`config.mk`:
```
export PLATFORM = sky130hd
export DESIGN_NAME = jesd204b_rx_link_fsm
export DESIGN_NICKNAME = d
export VERILOG_FILES = /design/src/rtl/jesd204b_pkg.sv /design/src/rtl/jesd204b_lmfc_counter.sv /design/src/rtl/jesd204b_rx_link_fsm.sv
export SDC_FILE = /design/constraint.sdc
export NUM_CORES = 1
export LEC_CHECK = 0
export CORE_UTILIZATION = 41
export DETAILED_ROUTE_END_ITERATION = 8
export GPL_TIMING_DRIVEN = 0
export PLACE_DENSITY = 0.68
export SETUP_SLACK_MARGIN = 0.5
export SLEW_MARGIN = 20
export SYNTH_ARGS = -nofsm -noshare
export SYNTH_HDL_FRONTEND = slang
export SYNTH_SLANG_ARGS = --single-unit
```
`constraint.sdc`:
```
create_clock -name i_usrclk -period 4.2 [get_ports i_usrclk]
set_clock_uncertainty 0.15 [all_clocks]
set_input_delay 0.63 -clock i_usrclk [delete_from_list [all_inputs] [get_ports i_usrclk]]
set_output_delay 0.63 -clock i_usrclk [all_outputs]
set_load 0.1 [all_outputs]
```
`src/rtl/jesd204b_pkg.sv`:
```
`default_nettype none
// ============================================================================
// Module      : jesd204b_pkg
// Description : Shared types and constants for the JESD204B RX link controller
// Revision    : 1.0 - initial release
// ============================================================================
package jesd204b_pkg;

    typedef enum logic [2:0] {
        ST_RESET      = 3'd0,
        ST_SLIDE_CHK  = 3'd1,
        ST_SLIDE_WAIT = 3'd2,
        ST_CGS        = 3'd3,
        ST_SYNC_REL   = 3'd4,
        ST_ILAS       = 3'd5,
        ST_DATA       = 3'd6
    } state_t;

    localparam logic [7:0] c_K28_5 = 8'hBC;
    localparam logic [7:0] c_K28_0 = 8'h1C;
    localparam logic [7:0] c_K28_3 = 8'h7C;
    localparam int         c_NOCT  = 4;

    function automatic int lmfc_period(input int f, input int k);
        return (f * k) / c_NOCT;
    endfunction

    function automatic logic is_ctrl_char(input logic [7:0] oct, input logic k);
        return k && ((oct == c_K28_0) || (oct == c_K28_3) || (oct == c_K28_5));
    endfunction

endpackage
`default_nettype wire

```
`src/rtl/jesd204b_lmfc_counter.sv`:
```
`default_nettype none
// ============================================================================
// Module      : jesd204b_lmfc_counter
// Description : LMFC counter, phase-aligned by the first SYSREF rising edge
// Revision    : 1.0 - initial release
// ============================================================================
module jesd204b_lmfc_counter #(
    parameter int PERIOD = 8
) (
    input  logic i_clk,
    input  logic i_rst_n,
    input  logic i_sysref,
    output logic o_tick
);

    localparam int CW = (PERIOD > 1) ? $clog2(PERIOD) : 1;

    logic [CW-1:0] r_cnt;
    logic          r_sysref_d;
    logic          r_seen;
    logic          r_tick;
    logic [CW-1:0] w_cnt_inc;
    logic          w_align;

    assign w_cnt_inc = (r_cnt == CW'(PERIOD - 1)) ? '0 : r_cnt + 1'b1;
    assign w_align   = i_sysref && !r_sysref_d && !r_seen;

    // The tick is registered from the next count so it is low during reset
    always_ff @(posedge i_clk or negedge i_rst_n) begin
        if (!i_rst_n) begin
            r_cnt      <= '0;
            r_sysref_d <= 1'b0;
            r_seen     <= 1'b0;
            r_tick     <= 1'b0;
        end else begin
            r_sysref_d <= i_sysref;
            if (w_align) begin
                r_cnt  <= '0;
                r_seen <= 1'b1;
                r_tick <= 1'b1;
            end else begin
                r_cnt  <= w_cnt_inc;
                r_tick <= (w_cnt_inc == '0);
            end
        end
    end

    assign o_tick = r_tick;

endmodule
`default_nettype wire

```
`src/rtl/jesd204b_rx_link_fsm.sv`:
```
`default_nettype none
// ============================================================================
// Module      : jesd204b_rx_link_fsm
// Description : JESD204B RX lane link FSM: comma slide, CGS, ILAS, DATA gating
// Revision    : 1.0 - initial release
// ============================================================================
module jesd204b_rx_link_fsm
    import jesd204b_pkg::*;
#(
    parameter int USERDATA_WIDTH = 32,
    parameter int SLIDE_WAIT     = 32,
    parameter int MAX_SLIDES     = 20,
    parameter int CGS_COUNT      = 4,
    parameter int F              = 1,
    parameter int K              = 32,
    parameter int ILAS_MF        = 4,
    parameter int ERR_THRESH     = 8
) (
    input  logic                      i_usrclk,
    input  logic                      i_rst_n,
    input  logic                      i_gt_ready,
    input  logic [USERDATA_WIDTH-1:0] i_rx_data,
    input  logic [3:0]                i_rx_charisk,
    input  logic [3:0]                i_rx_disperr,
    input  logic [3:0]                i_rx_notintable,
    input  logic                      i_sysref,
    output logic                      o_rxslide,
    output logic                      o_nsync,
    output logic                      o_lmfc_tick,
    output logic                      o_link_up,
    output logic [USERDATA_WIDTH-1:0] o_data,
    output logic                      o_data_valid,
    output logic                      o_align_err,
    output logic [2:0]                o_state
);

    localparam int LMFC_PERIOD = lmfc_period(F, K);
    localparam int SL_W = $clog2(MAX_SLIDES + 1);
    localparam int WT_W = $clog2(SLIDE_WAIT + 1);
    localparam int RN_W = $clog2(CGS_COUNT + 1);
    localparam int MF_W = $clog2(ILAS_MF + 1);
    localparam int ER_W = $clog2(ERR_THRESH + 1);
    localparam logic [3:0] c_CGS_MISS    = 4'd8;
    localparam logic [2:0] c_DATA_KBURST = 3'd4;

    state_t                    r_state;
    state_t                    w_state_nxt;
    logic [SL_W-1:0]           r_slide_cnt;
    logic [WT_W-1:0]           r_wait_cnt;
    logic [RN_W-1:0]           r_run_cnt;
    logic [3:0]                r_miss_cnt;
    logic [MF_W-1:0]           r_mf_cnt;
    logic [ER_W-1:0]           r_err_cnt;
    logic [2:0]                r_kb_cnt;
    logic                      r_rxslide;
    logic                      r_align_err;
    logic                      r_nsync;
    logic [USERDATA_WIDTH-1:0] r_data;
    logic                      r_data_valid;

    logic w_oct0_k, w_oct3_a, w_all_k, w_err, w_lmfc_tick;
    logic w_slide, w_release, w_sweep_end, w_stay;

    jesd204b_lmfc_counter #(
        .PERIOD (LMFC_PERIOD)
    ) u_lmfc (
        .i_clk    (i_usrclk),
        .i_rst_n  (i_rst_n),
        .i_sysref (i_sysref),
        .o_tick   (w_lmfc_tick)
    );

    assign w_oct0_k    = i_rx_charisk[0] && (i_rx_data[7:0] == c_K28_5);
    assign w_oct3_a    = i_rx_charisk[3] && (i_rx_data[31:24] == c_K28_3);
    assign w_err       = |{i_rx_disperr, i_rx_notintable};
    assign w_sweep_end = (r_slide_cnt + 1'b1) == SL_W'(MAX_SLIDES);
    assign w_stay      = (w_state_nxt == r_state);

    always_comb begin
        w_all_k = 1'b1;
        for (int i = 0; i < c_NOCT; i++) begin
            if (!(i_rx_charisk[i] && (i_rx_data[8*i +: 8] == c_K28_5))) w_all_k = 1'b0;
        end
    end

    always_ff @(posedge i_usrclk or negedge i_rst_n) begin
        if (!i_rst_n) r_state <= ST_RESET;
        else          r_state <= w_state_nxt;
    end

    always_comb begin
        w_state_nxt = r_state;
        w_slide     = 1'b0;
        w_release   = 1'b0;
        case (r_state)
            ST_RESET:      if (i_gt_ready) w_state_nxt = ST_SLIDE_CHK;
            ST_SLIDE_CHK: begin
                if (w_oct0_k) begin
                    w_state_nxt = ST_CGS;
                end else begin
                    w_slide     = 1'b1;
                    w_state_nxt = ST_SLIDE_WAIT;
                end
            end
            ST_SLIDE_WAIT: if (r_wait_cnt == WT_W'(SLIDE_WAIT - 1)) w_state_nxt = ST_SLIDE_CHK;
            ST_CGS: begin
                if (w_all_k && !w_err && ((r_run_cnt + 1'b1) == RN_W'(CGS_COUNT)))
                    w_state_nxt = ST_SYNC_REL;
                else if (!w_oct0_k && ((r_miss_cnt + 1'b1) == c_CGS_MISS))
                    w_state_nxt = ST_SLIDE_CHK;
            end
            ST_SYNC_REL: begin
                if (w_lmfc_tick) begin
                    w_release   = 1'b1;
                    w_state_nxt = ST_ILAS;
                end
            end
            ST_ILAS: begin
                if (w_err)
                    w_state_nxt = ST_CGS;
                else if (w_oct3_a && ((r_mf_cnt + 1'b1) == MF_W'(ILAS_MF)))
                    w_state_nxt = ST_DATA;
            end
            ST_DATA: begin
                if (w_err && ((r_err_cnt + 1'b1) == ER_W'(ERR_THRESH)))
                    w_state_nxt = ST_CGS;
                else if (w_all_k && ((r_kb_cnt + 1'b1) == c_DATA_KBURST))
                    w_state_nxt = ST_CGS;
            end
            default:       w_state_nxt = ST_RESET;
        endcase
        // Losing the transceiver overrides everything, including a pending slide
        if (!i_gt_ready) begin
            w_state_nxt = ST_RESET;
            w_slide     = 1'b0;
            w_release   = 1'b0;
        end
    end

    always_ff @(posedge i_usrclk or negedge i_rst_n) begin
        if (!i_rst_n) begin
            r_slide_cnt  <= '0;
            r_wait_cnt   <= '0;
            r_run_cnt    <= '0;
            r_miss_cnt   <= '0;
            r_mf_cnt     <= '0;
            r_err_cnt    <= '0;
            r_kb_cnt     <= '0;
            r_rxslide    <= 1'b0;
            r_align_err  <= 1'b0;
            r_nsync      <= 1'b0;
            r_data       <= '0;
            r_data_valid <= 1'b0;
        end else begin
            r_rxslide   <= w_slide;
            r_align_err <= w_slide && w_sweep_end;

            if (w_state_nxt == ST_SLIDE_CHK || w_state_nxt == ST_SLIDE_WAIT) begin
                if (w_slide) r_slide_cnt <= w_sweep_end ? '0 : r_slide_cnt + 1'b1;
            end else begin
                r_slide_cnt <= '0;
            end

            r_wait_cnt <= (r_state == ST_SLIDE_WAIT && w_stay) ? r_wait_cnt + 1'b1 : '0;
            r_run_cnt  <= (r_state == ST_CGS && w_stay && w_all_k && !w_err) ? r_run_cnt + 1'b1 : '0;
            r_miss_cnt <= (r_state == ST_CGS && w_stay && !w_oct0_k) ? r_miss_cnt + 1'b1 : '0;
            r_kb_cnt   <= (r_state == ST_DATA && w_stay && w_all_k) ? r_kb_cnt + 1'b1 : '0;

            if (r_state == ST_ILAS && w_stay) begin
                if (w_oct3_a) r_mf_cnt <= r_mf_cnt + 1'b1;
            end else begin
                r_mf_cnt <= '0;
            end

            if (r_state == ST_DATA && w_stay) begin
                if (w_err) r_err_cnt <= r_err_cnt + 1'b1;
            end else begin
                r_err_cnt <= '0;
            end

            if (w_release)
                r_nsync <= 1'b1;
            else if (w_state_nxt == ST_CGS || w_state_nxt == ST_RESET)
                r_nsync <= 1'b0;

            if (w_state_nxt == ST_RESET)
                r_data <= '0;
            else if (r_state == ST_DATA)
                r_data <= i_rx_data;
            r_data_valid <= (r_state == ST_DATA) && (w_state_nxt == ST_DATA) && !w_err;
        end
    end

    assign o_rxslide    = r_rxslide;
    assign o_align_err  = r_align_err;
    assign o_nsync      = r_nsync;
    assign o_lmfc_tick  = w_lmfc_tick;
    assign o_link_up    = (r_state == ST_DATA);
    assign o_data       = r_data;
    assign o_data_valid = r_data_valid;
    assign o_state      = r_state;

endmodule
`default_nettype wire

```
**Word level (Yosys, flattened, before mapping)**

Cells that the tools add are included.
Widths: inputs -> output; s select.

- Flip-flop bits (word level): 73
- Bits of input ports: 48
- Output and inout bits: 41
- Word-level logic and storage cells: 127

- Add/subtract/negate cells: 8
- Eq/ne operators: 27
- Multiplexer cells: 39
- Reduce and logical (&&, ||, !) cells: 36

Operators by type and width:

| cell | number |
|---|---|
| $mux 32 | 2 |
| $mux 3 | 15 |
| $eq 8x8->1 const B | 4 |
| $eq 3x3->1 const B | 8 |
| $logic_and 1x1->1 | 24 |
| $pmux 3 s7 | 1 |
| $mux 5 | 3 |
| $mux 1 | 14 |
| $add 3x1->3 const B | 4 |
| $eq 3x2->1 const B | 4 |
| $mux 4 | 3 |
| $logic_not 3->1 | 3 |
| $add 4x1->4 const B | 2 |
| $eq 4x4->1 const B | 2 |
| $eq 8x7->1 const B | 1 |
| $reduce_or 8->1 | 1 |
| $add 6x1->6 const B | 1 |
| $eq 3x1->1 const B | 2 |
| $eq 6x5->1 const B | 1 |
| $mux 6 | 1 |
| $ne 2x2->1 const B | 3 |
| $add 5x1->5 const B | 1 |
| $eq 5x5->1 const B | 1 |
| $logic_not 1->1 | 4 |
| other kinds (3) | 5 |

**Depth between registers and ports, before layout**

Gate-level depths: netlist of run 1.

- Depth after elaboration: 16
- Mapped depth: 9
- Depth with buffers taken out: 8

**By module**

A second synthesis of run 1 with hierarchy kept.

- Cells, all modules: 366
- Area, all modules: 3,539.6 sq um

By module, submodules not included:

| module | times used | cells an instance | area an instance (sq um) | seq. area each (sq um) |
|---|---|---|---|---|
| jesd204b_rx_link_fsm | 1 | 349 | 3,294.4 | 1,676.6 |
| jesd204b_lmfc_counter | 1 | 17 | 245.2 | 150.1 |

**Worst setup path after synthesis of run 1**

Ideal clock, no wire load.

- Path type: register to output
- From: register r_state[1], in the netlist o_state[1]
- To: output port o_link_up
- Arrival time: 2,675 ps
- Required time: 3,420 ps
- Path slack: 745 ps
- Stages on the path, launching flop included: 6
- Path buffers: 2
- Cell sequence: dfrtp_1 nand2_1 or2_2 clkbuf_1 clkinv_1 clkbuf_1

- Word-level cells in the longest chain between the ends: 1

RTL lines:

| what | line | RTL |
|---|---|---|
| start, declared | jesd204b_rx_link_fsm.sv:46 | `state_t r_state;` |
| start signal, assigned | jesd204b_rx_link_fsm.sv:88 | `else r_state <= w_state_nxt;` |
| $eq 3x3->1 | jesd204b_rx_link_fsm.sv:198 | `assign o_link_up = (r_state == ST_DATA);` |
| end, declared | jesd204b_rx_link_fsm.sv:30 | `output logic o_link_up,` |

No other way between the ends.

**Worst setup path in the final report of run 1**

- From: input port i_rx_data[2]
- To: register r_slide_cnt[1]

- Word-level cells in the longest chain between the ends: 14
- Elaborated cells between the ends (all ways): 26
- Those cells by class: eq/ne (4); mux (15); reduce/logical (7)

RTL lines:

| what | line | RTL |
|---|---|---|
| start, declared | jesd204b_rx_link_fsm.sv:22 | `input logic [USERDATA_WIDTH-1:0] i_rx_data,` |
| $eq 8x8->1 * | jesd204b_rx_link_fsm.sv:73, jesd204b_rx_link_fsm.sv:82 |  |
| $logic_and 1x1->1 * | jesd204b_rx_link_fsm.sv:73, jesd204b_rx_link_fsm.sv:82 |  |
| $mux 1 | jesd204b_rx_link_fsm.sv:82, jesd204b_rx_link_fsm.sv:98 |  |
| $mux 1 (3 in series) | jesd204b_rx_link_fsm.sv:82 | `if (!(i_rx_charisk[i] && (i_rx_data[8*i +: 8] == c_K28_5))) w_all_k = 1'b0;` |
| $logic_and 1x1->1, on equally long branches | jesd204b_rx_link_fsm.sv:127, jesd204b_rx_link_fsm.sv:107 |  |
| $mux 3 or $logic_and 1x1->1 (tied branches) | jesd204b_rx_link_fsm.sv:127, jesd204b_rx_link_fsm.sv:107 |  |
| $mux 3, on equally long branches | jesd204b_rx_link_fsm.sv:125, jesd204b_rx_link_fsm.sv:107 |  |
| $pmux 3 s7 | jesd204b_rx_link_fsm.sv:95 | `case (r_state)` |
| $mux 3 | jesd204b_rx_link_fsm.sv:133 | `if (!i_gt_ready) begin` |
| $eq 3x1->1 or $eq 3x2->1 (tied branches) | jesd204b_rx_link_fsm.sv:158 | `if (w_state_nxt == ST_SLIDE_CHK \|\| w_state_nxt == ST_SLIDE_WAIT) begin` |
| $logic_or 1x1->1 | jesd204b_rx_link_fsm.sv:158 |  |
| $ne 2x2->1 (no line) or $mux 5 (tied branches) | n/a |  |
| end signal, assigned | jesd204b_rx_link_fsm.sv:159 | `if (w_slide) r_slide_cnt <= w_sweep_end ? '0 : r_slide_cnt + 1'b1;` |
| end, declared | jesd204b_rx_link_fsm.sv:48 | `logic [SL_W-1:0] r_slide_cnt;` |

Mark *: on every way between the ends. The rest lies on a longest branch, timed or not.
A chain may end at the register's enable or synchronous reset.

==> impl_summary.log, run 1 <==
[metrics] arrival time reported for the critical path endpoint: 3.58 ns
[metrics] largest driver fanout on the critical path: 9
[metrics] reported max-cap violation count: 0
[metrics] Syn Std Cell Area: 0.00358 mm^2
[metrics] Cell Pwr Density: about 340 mW/mm^2
[metrics] Rel. slew slack: 0.321
[metrics] final design utilization: 0.582
[metrics] antenna violations before repair: 0
[metrics] NetSw: roughly 0.00044 W
[metrics] worst setup path category: input port to register
[metrics] max-slew violation total from the final report: 0
[metrics] number of setup buffers added after CTS: 0
[metrics] Post-synth EDFFs: 0
[metrics] number of synthesized register bits: 73
[metrics] placed cell area: between 0.004 and 0.005 mm^2
[metrics] pin count of the biggest net entering global routing: 38
[metrics] footprint of the multi-input gates: between 0.0015 and 0.002 mm^2
[metrics] number of H-tree branching levels: 3
[metrics] maximum VDD drop: 0.000281 V
[metrics] via count: between 3000 and 4000
[metrics] destination of the worst register-to-register timing path: r_slide_cnt[1]
[metrics] Post-Layout Cell Count: between 500 and 600
[metrics] overflow left after global routing: 0
[metrics] Final #Nets: 542
[metrics] cell row count: 33
[metrics] Lkg Pwr: 2.01 nW
[metrics] Required @ worst endpoint: 4.27 ns
[metrics] primary flip-flop cell chosen by synthesis mapping: dfrtp_1
[metrics] proportion of layout cells with a drive suffix above 1: 0.0559
[metrics] achievable frequency: around 280 MHz
[metrics] Reg clk slew, reported paths: roughly 0.080 ns
[metrics] drt first-iter violations: 191
[metrics] PortBufs: 88
[metrics] number of global-route vias before repair: ~2900
[metrics] average footprint of a synthesized cell: ~9.4 um^2
[metrics] Cells after DPL: roughly 570
[metrics] Skew-Pair Late Insertion Delay: 0.34 ns
[metrics] global routing usage summed across all routing layers: 0.198
[metrics] number of iterations in the first detailed-routing pass: 4
[metrics] async set-or-reset flop fraction in the synthesized netlist: 1.00
[metrics] crit path time final: 3.52 ns
[metrics] Inserted Clock Buffers: 9
[metrics] starting utilization of the core area: 0.429
[metrics] cell at the root of the clock tree: clkbuf_8
[metrics] area enclosed by the die boundary: approximately 0.009 mm^2
[metrics] sink count of the clock tree: between 70 and 80
[metrics] y dimension of the die: between 90 and 100 um
[metrics] TritonCTS clock tree: yes
[metrics] Hold Crit Class: input port to async pin
[metrics] combinational group share of total power: 0.156
[metrics] cell count after synthesis: ~380
[metrics] type of element launching the critical path: input port
[metrics] setup repair after global routing missed its margin: false
[metrics] Final Hold Vio Count: 0
[metrics] final count of negative-setup-slack endpoints: 0
[metrics] DRC viols: 0
[metrics] outcome: completed
[metrics] total of warnings raised by yosys: 0
[metrics] drt total wl: 8.63 mm
[metrics] RePlAce Congestion: about 0.86
[metrics] reg-to-reg setup timing slack: about 1.1 ns
[metrics] detailed-route wire length per cell: 14.7 um
[metrics] Placeable Area: between 0.008 and 0.009 mm^2
[metrics] number of inserted filler cells in the final layout: between 700 and 800
[metrics] sequential-to-total area share from yosys stat: 0.510
[metrics] post-DP HPWL: 6.47 mm
[metrics] wire length of the first global-routing pass: roughly 14 mm
[metrics] type of destination of the critical path: register
[metrics] Ports: slightly below 90
[metrics] mean number of vias per cell: roughly 5.2
[metrics] Sw Share: 0.261
[metrics] worst hold slack: between 0.09 and 0.1 ns
[metrics] Worst Tran Pin Value: about 1.0 ns
[metrics] total nets after synthesis: between 400 and 500
[metrics] period utilization: 0.837
[metrics] post-layout instance area: slightly below 0.005 mm^2
[metrics] sequential cell area: between 0.0015 and 0.002 mm^2
[metrics] Worst R2R Path Depth: 8
[metrics] buffer levels on the longest clock path: 2
[metrics] count of hold buffers inserted by post-cts repair: 0
[metrics] part of the total power dissipated in the clock network: 0.396
[metrics] Unique masters post-synth: 52
[metrics] Pint: 0.00124 W
[metrics] register share of total power: 0.448
[metrics] Inserted Diodes: 0
[metrics] Area growth, synth to finish: 35.5%
[metrics] die span in x: between 90 and 100 um
[metrics] post-route antenna net violation count: 0
[metrics] worst reg2reg startpoint: o_state[1]
state kept, by name, indices dropped and copies added (netlist names), 4 cells and up:
name and count:
r_err_cnt 4, r_slide_cnt 5, r_miss_cnt 4, r_wait_cnt 6, o_data 32
metal layers:
layer / track usage / wire, um
met5: 0 / 0
met1: 0.269 / 3880
met3: 0.0439 / 464
met2: 0.313 / 4140
met4: 0.0659 / 138
through the flow:
stage | TNS, ns | setup slack (ns) | total power [W]
after floorplan | 0 | 0.745 | 0.000911
after global placement | -14.51 | -0.204 | 0.00102
after detailed placement | 0 | 0.361 | 0.00102
after CTS | 0 | 0.720 | 0.00169
after global routing | 0 | 0.553 | 0.00175
final | 0 | 0.685 | 0.00167
cells in the final DEF (no fill, tap or decap), drive strengths merged, types with 9 or more instances in the layout:
cell type	n
clkbuf	23
a21oi	41
nand2	83
inv	12
nor4	10
dfrtp	73
nor2	29
xor2	9
clkdlybuf4s50	86
xnor2	9
nand3	12
ha	15
power by group through the flow:
stage                     registers (W)  clock network (W)   logic, W
after floorplan                0.000818                  0  0.0000929
after global placement         0.000761                  0   0.000258
after detailed placement       0.000762                  0   0.000261
after CTS                      0.000749           0.000677   0.000262
after global routing           0.000752           0.000712   0.000282
final                          0.000749           0.000662   0.000261
worst max-delay path, cell delays in order:
cell and delay, ns:
clkdlybuf4s50_1 0.47, or3b_1 0.36, or3_1 0.35, clkbuf_1 0.22, nor4_1 0.50, a311oi_1 0.17
a311o_2 0.45, a2111oi_1 0.43
worst max path at each step:
stage / cells after the start / endpoint / startpoint / slack [ns]
finish: 8 / r_slide_cnt[1] / i_rx_data[2] / 0.68
global route: 7 / r_slide_cnt[1] / i_rx_disperr[1] / 0.55
detailed placement: 8 / r_slide_cnt[1] / i_rx_data[2] / 0.36
global placement: 1 / u_lmfc.r_cnt[2] / i_rst_n / -0.20
CTS: 8 / r_slide_cnt[1] / i_rx_data[2] / 0.72
floorplan: 5 / o_link_up / o_state[1] / 0.75
cell families (layout without fill, tap and decap cells):
family	count (synthesis)	count (layout)	synth area share
AO/OA/AOI/OAI	66	66	0.114
XOR/XNOR	18	18	0.0440
adder cells (fa/ha/maj)	15	15	0.0524
buffers and inverters	27	131	0.0283
flip-flops	73	73	0.510
multiplexers	2	2	0.00559
AND/OR/NAND/NOR	178	178	0.245
final cells by class:
| cell class | instances | area share |
|---|---|---|
| flip-flops and latches | 73 | 0.376 |
| plain buffers | 14 | 0.0108 |
| clock inverters | 5 | 0.0214 |
| multi-input cells | 279 | 0.341 |
| well taps | 105 | 0.0271 |
| inverters | 13 | 0.0101 |
| repair buffers | 89 | 0.185 |
| clock buffers | 10 | 0.0284 |
synth_stat cells (2+ instances only):
cell,n,area (um^2)
a2111oi_1,4,40.0
a211oi_1,2,15.0
a21oi_1,41,205
a31oi_1,2,12.5
and2_1,2,12.5
and3_1,2,12.5
and4b_1,2,20.0
clkbuf_1,13,48.8
dfrtp_1,73,1830
ha_1,15,188
inv_1,12,45.0
mux2i_1,2,20.0
nand2_1,83,312
nand2b_1,4,25.0
nand3_1,12,60.1
nand3b_1,3,22.5
nand4_1,4,25.0
nand4b_1,3,26.3
nor2_1,29,109
nor2b_1,5,31.3
nor3_1,4,20.0
nor3b_1,2,15.0
nor4_1,8,50.1
nor4_2,2,25.0
nor4bb_1,2,20.0
o21ai_0,4,20.0
or2_2,3,18.8
xnor2_1,9,78.8
xor2_1,9,78.8
what timing repair did:
| item | in CTS | in global routing |
|---|---|---|
| endpoints found under the setup margin | 1 | 0 |
| resized for setup | 3 | 0 |
| hold endpoints to repair | 0 | 0 |
(Power assumes the default switching activity.)
==> run 2, diff against run 1 <==
PLACE_DENSITY = 0.71   (was 0.68)
clock period = 2.85 ns   (was 4.2 ns; I/O delays follow)
==> run 2 against run 1 <==
Against the previous run:
- critical path depth decreased by 1
- routed wire length grew 12%
- combinational power is 73% higher
- sequential power rose by 47%
- sequential share of layout area is 2.1 points lower
- power rose by 47%
- die area is the same
==> impl_summary.log, run 2 (synthesis results as in run 1) <==
[metrics] leading cell type in the layout, fill and taps excluded: nand2_1
[metrics] Worst Setup Slack, final: ~0.095 ns
[metrics] starting utilization of the core area: 0.429
[metrics] Rel. slew slack: 0.330
[metrics] post-route antenna net violation count: 0
[metrics] die span in x: ~95 um
[metrics] crit path time final: roughly 2.8 ns
[metrics] TritonCTS clock tree: yes
[metrics] Cells after DPL: between 500 and 600
[metrics] cell at the root of the clock tree: clkbuf_8
[metrics] drt total wl: slightly below 10 mm
[metrics] largest driver fanout on the critical path: 5
[metrics] drt first-iter violations: roughly 190
[metrics] reg-to-reg setup timing slack: about 0.12 ns
[metrics] type of destination of the critical path: register
[metrics] reported max-cap violation count: 0
[metrics] Lkg Pwr: between 2 and 2.5 nW
[metrics] Placeable Area: 0.00834 mm^2
[metrics] RePlAce Congestion: around 0.85
[metrics] via count: between 3000 and 4000
[metrics] proportion of layout cells with a drive suffix above 1: 0.164
[metrics] sink count of the clock tree: 73
[metrics] Worst Tran Pin Value: about 1 ns
[metrics] outcome: completed
[metrics] achievable frequency: approximately 360 MHz
[metrics] Worst Min Path Start: i_rx_data[17]
[metrics] count of cells along the worst hold path: 3
[metrics] period utilization: 0.967
[metrics] DRC viols: 0
[metrics] Skew-Pair Late Insertion Delay: 0.35 ns
[metrics] flip-flop count of the largest register after layout: 32
[metrics] cell row count: 33
[metrics] Hold Crit Class: input port to register
[metrics] overflow left after global routing: 0
[metrics] Ports: 89
[metrics] worst reg2reg startpoint: r_wait_cnt[0]
[metrics] top library cells by usage in the layout, fill and taps aside: nand2_1 (81), dfrtp_1 (70), dlygate4sd2_1 (52), a21oi_1 (41), nor2_1 (28)
[metrics] maximum VDD drop: between 0.0003 and 0.0004 V
[metrics] setup repair after global routing missed its margin: true
[metrics] total length of routed met2 wires: 4.84 mm
[metrics] Worst R2R Path Depth: 6
[metrics] metal1 wirelength: ~4.2 mm
[metrics] destination of the worst register-to-register timing path: r_slide_cnt[0]
[metrics] global routing usage summed across all routing layers: 0.221
[metrics] PortBufs: 88
[metrics] Inserted Clock Buffers: 9
[metrics] worst min-delay path endpoint: o_data[17]
[metrics] final count of negative-setup-slack endpoints: 0
[metrics] pin count of the biggest net entering global routing: 44
[metrics] Cell Pwr Density: ~480 mW/mm^2
[metrics] wire length of the first global-routing pass: between 15 and 20 mm
[metrics] Placement Setup Slack: -0.690 ns
[metrics] number of H-tree branching levels: 3
[metrics] number of iterations in the first detailed-routing pass: 4
[metrics] area enclosed by the die boundary: around 0.009 mm^2
[metrics] number of global-route vias before repair: 3138
[metrics] worst setup path category: input port to register
[metrics] Inserted Diodes: 0
[metrics] y dimension of the die: between 90 and 100 um
[metrics] uppermost layer routed: met4
[metrics] number of inserted filler cells in the final layout: roughly 720
[metrics] post-DP HPWL: around 6.7 mm
[metrics] WL met3: 449 um
[metrics] type of element launching the critical path: input port
[metrics] Reg clk slew, reported paths: about 0.080 ns
[metrics] detailed-route wire length per cell: around 16 um
[metrics] arrival time reported for the critical path endpoint: approximately 2.8 ns
[metrics] antenna violations before repair: 0
[metrics] Final #Nets: between 500 and 600
[metrics] mean number of vias per cell: 5.30
[metrics] overall power consumption: 0.00245 W
[metrics] buffer levels on the longest clock path: 2
[metrics] max-slew violation total from the final report: 0
[metrics] Required @ worst endpoint: slightly below 3 ns
[metrics] Final Hold Vio Count: 0
[metrics] Post-Layout Cell Count: 604
[metrics] Area growth, synth to finish: 44.0%
run 2: final cells by class:
class	count	area [um^2]	area share
plain buffers	14	81.3	0.0158
flip-flops and latches	73	1830	0.355
clock buffers	11	141	0.0274
well taps	105	131	0.0255
inverters	13	53.8	0.0104
multi-input cells	280	1890	0.367
repair buffers	103	943	0.183
clock inverters	5	78.8	0.0153
run 2: metal layers:
metal | vias to the layer above | track usage
met2 | 93 | 0.351
met4 | 0 | 0.0933
met1 | 1545 | 0.293
li1 | 1553 | -
met3 | 13 | 0.0447
met5 | - | 0
run 2: worst max path at each step:
| stage | from | end | slack [ns] | depth (start not counted) |
|---|---|---|---|---|
| 3_5_place_dp | i_rx_data[31] | r_slide_cnt[3] | -0.69 | 7 |
| 2_1_floorplan | i_rx_data[17] | r_slide_cnt[0] | 0.09 | 5 |
| 6_report | i_rx_data[17] | r_slide_cnt[0] | 0.09 | 7 |
| 5_1_grt | i_rx_disperr[1] | r_slide_cnt[3] | 0.04 | 7 |
| 4_1_cts | i_rx_data[17] | r_slide_cnt[3] | 0.17 | 6 |
| 3_3_place_gp | i_rst_n | o_state[1] | -1.55 | 1 |
run 2: critical path: stages:
cell and delay, ns:
buf_6 0.09, or4bb_4 0.55, or4_4 0.58, nor4_4 0.29, a311oi_2 0.09, a311o_2 0.49, a2111oi_4 0.32
run 2: per-stage QoR:
step / utilization / instance area, um^2 / setup TNS [ns] / hold slack [ns]
2_1_floorplan: - / 3620 / 0 / -0.0181
3_3_place_gp: 0.555 / 4630 / -104.38 / 0.272
3_5_place_dp: 0.557 / 4650 / -11.49 / 0.241
4_1_cts: 0.607 / 5060 / 0 / 0.152
5_1_grt: 0.618 / 5150 / 0 / 0.154
6_report: 0.618 / 5150 / 0 / 0.155
run 2: repair_timing:
action                     in CTS  in global routing
gates resized for setup       112                 23
pin swaps                      19                 14
hold buffers                    1                  0
setup buffers                   9                  4
hold endpoints to repair       30                  0
cloned                          1                  0
setup endpoints to repair      94                 54
run 2: where the power goes:
part	switching, W	total, W	internal [W]
clock	0.000383	0.000898	0.000516
sequential	0.0000240	0.00110	0.00108
combinational	0.000294	0.000452	0.000158
==> run 3, diff against run 2 <==
CORE_UTILIZATION = 45   (was 41)
PLACE_DENSITY = 0.77   (was 0.71)
==> run 3 against run 2 <==
Against the previous run:
- non-clock buffer count increased by 11
- clock power is 11% lower
- largest cell class unchanged
- sequential power about the same
- global-route usage is 2.1 points higher
- critical endpoint unchanged
==> impl_summary.log, run 3 (synthesis results as in run 1) <==
[metrics] Area growth, synth to finish: 48.1%
[metrics] RePlAce Congestion: 0.884
[metrics] worst setup path category: input port to register
[metrics] footprint of the multi-input gates: roughly 0.0020 mm^2
[metrics] largest driver fanout on the critical path: 7
[metrics] Post-Layout Cell Count: 610
[metrics] pin count of the biggest net entering global routing: 44
[metrics] maximum VDD drop: 0.000324 V
[metrics] reported max-cap violation count: 0
[metrics] Placement Setup Slack: -0.716 ns
[metrics] Sum Neg Setup Slack: 0 ns
[metrics] combinational group share of total power: 0.200
[metrics] post-DP HPWL: around 6.6 mm
[metrics] period utilization: 0.978
[metrics] Inserted Clock Buffers: 9
[metrics] Worst Setup Slack, final: just over 0.06 ns
[metrics] achievable frequency: 359 MHz
[metrics] top library cells by usage in the layout, fill and taps aside: nand2_1 (81), dfrtp_1 (70), dlygate4sd2_1 (46), a21oi_1 (41), nor2_1 (27)
[metrics] final count of negative-setup-slack endpoints: 0
[metrics] part of the total power dissipated in the clock network: 0.338
[metrics] Rel. slew slack: 0.332
[metrics] Sw Share: 0.300
[metrics] antenna violations before repair: 0
[metrics] cell at the root of the clock tree: clkbuf_8
[metrics] Reg clk slew, reported paths: roughly 0.08 ns
[metrics] proportion of layout cells with a drive suffix above 1: 0.201
[metrics] drt first-iter violations: between 200 and 250
[metrics] starting utilization of the core area: 0.463
[metrics] Final #Nets: 567
[metrics] number of H-tree branching levels: 3
[metrics] flip-flop count of the largest register after layout: 32
[metrics] setup repair after global routing missed its margin: true
[metrics] Pint: approximately 0.0017 W
[metrics] Hold Crit Class: input port to register
[metrics] buffer levels on the longest clock path: 2
[metrics] Final Hold Vio Count: 0
[metrics] max incr delay on CP: 0.55 ns
[metrics] global routing usage summed across all routing layers: 0.242
[metrics] Ports: slightly below 90
[metrics] crit path time final: roughly 2.8 ns
[metrics] leading cell type in the layout, fill and taps excluded: nand2_1
[metrics] via count: roughly 3300
[metrics] outcome: completed
[metrics] NetSw: roughly 0.00071 W
[metrics] Required @ worst endpoint: about 2.9 ns
[metrics] sequential cell area: around 0.0018 mm^2
[metrics] Placeable Area: 0.00773 mm^2
[metrics] Worst Tran Pin Value: 1.01 ns
[metrics] post-route antenna net violation count: 0
[metrics] drt total wl: between 9 and 10 mm
[metrics] wire length of the first global-routing pass: roughly 16 mm
[metrics] Lkg Pwr: roughly 2.6 nW
[metrics] series of cell instances along the critical path: buf_6 -> or4bb_4 -> or4_4 -> nor4_4 -> a311oi_2 -> a311o_2 -> a2111oi_4
[metrics] slowest library cell on the worst path: or4bb_4
[metrics] Inserted Diodes: 0
[metrics] number of global-route vias before repair: around 3200
[metrics] number of inserted filler cells in the final layout: 570
[metrics] overall power consumption: 0.00238 W
[metrics] y dimension of the die: 91.2 um
[metrics] max-slew violation total from the final report: 0
[metrics] number of iterations in the first detailed-routing pass: 4
[metrics] sink count of the clock tree: 73
[metrics] DRC viols: 0
[metrics] die span in x: around 91 um
[metrics] critical path buffer and inverter count: 1
[metrics] crit-path leading delay family: simple AND/OR/NAND/NOR gates
[metrics] mean number of vias per cell: approximately 5.4
[metrics] type of destination of the critical path: register
[metrics] arrival time reported for the critical path endpoint: 2.87 ns
[metrics] Cells after DPL: 570
[metrics] PortBufs: 88
[metrics] Cell Pwr Density: between 400 and 500 mW/mm^2
[metrics] detailed-route wire length per cell: roughly 16 um
[metrics] type of element launching the critical path: input port
[metrics] area enclosed by the die boundary: between 0.008 and 0.009 mm^2
[metrics] Skew-Pair Late Insertion Delay: roughly 0.35 ns
[metrics] cell row count: 32
[metrics] TritonCTS clock tree: yes
[metrics] register share of total power: 0.462
[metrics] overflow left after global routing: 0
-- run 3: cell types whose count changed in the layout (fill, tap and decap cells not counted), moves of 2 or more --
cell             change
a2111oi_4            +3
nor4_4               +2
clkdlybuf4s50_1     -14
clkinvlp_4           +2
clkdlybuf4s15_1      -2
dlymetal6s2s_1      +16
buf_4                +7
a2111oi_2            -3
dlygate4sd2_1        -6
buf_6                +5
clkbuf_2             +5
-- run 3: layout make-up --
class,instances,share of cell area
Multi-Input combinational cell,279,0.368
Sequential cell,73,0.345
Timing Repair Buffer,114,0.200
Clock buffer,10,0.0259
Tap cell,102,0.0241
Buffer,14,0.0163
Clock inverter,5,0.0106
Inverter,13,0.00991
-- run 3: path summary, 6_finish.rpt --
| check | startpoint | to | slack (ns) | depth (start not counted) |
|---|---|---|---|---|
| max | i_rx_data[16] | r_slide_cnt[0] | 0.06 | 7 |
| min | i_rx_data[27] | o_data[27] | 0.15 | 3 |
| max reg2reg | r_wait_cnt[0] | r_slide_cnt[0] | 0.08 | 6 |
| min reg2reg | u_lmfc.r_cnt[0] | u_lmfc.r_cnt[0] | 0.28 | 1 |
| max in group asynchronous | i_rst_n | o_state[1] | 1.54 | 3 |
| min in group asynchronous | i_rst_n | o_data[26] | 0.42 | 2 |
-- run 3: repair_timing --
item,in CTS,in global routing
pin swaps,25,21
hold endpoints to repair,30,0
buffers inserted,12,12
endpoints found under the setup margin,75,50
gates resized for setup,121,52
hold buffers,1,0
cloned,0,0
-- run 3: tightest hold or removal path, cell delays in order --
cell,delay [ns]
clkbuf_2,0.09
nand2_1,0.05
a21oi_1,0.05
-- run 3: stage by stage --
step                hold slack (ns)  utilization  area [um^2]
global placement              0.269        0.599         4630
floorplan                   -0.0181            -         3620
detailed placement            0.235        0.601         4650
global route                  0.145        0.686         5300
CTS                           0.146        0.662         5110
finish                        0.153        0.686         5300
-- run 3: per-layer routing --
layer  track usage  wire [um]  up-vias
li1              -          -     1562
met1         0.307       4130     1629
met2         0.407       5200       96
met3        0.0419        434       16
met4         0.102        194        0
met5             0          0        -
-- run 3: power by group through the flow --
| stage | clock network (W) | registers, W | logic (W) |
|---|---|---|---|
| 3_5_place_dp | 0 | 0.00112 | 0.000397 |
| 6_report | 0.000802 | 0.00110 | 0.000475 |
| 5_1_grt | 0.000862 | 0.00110 | 0.000512 |
| 4_1_cts | 0.000819 | 0.00110 | 0.000452 |
| 3_3_place_gp | 0 | 0.00112 | 0.000385 |
| 2_1_floorplan | 0 | 0.00121 | 0.000145 |
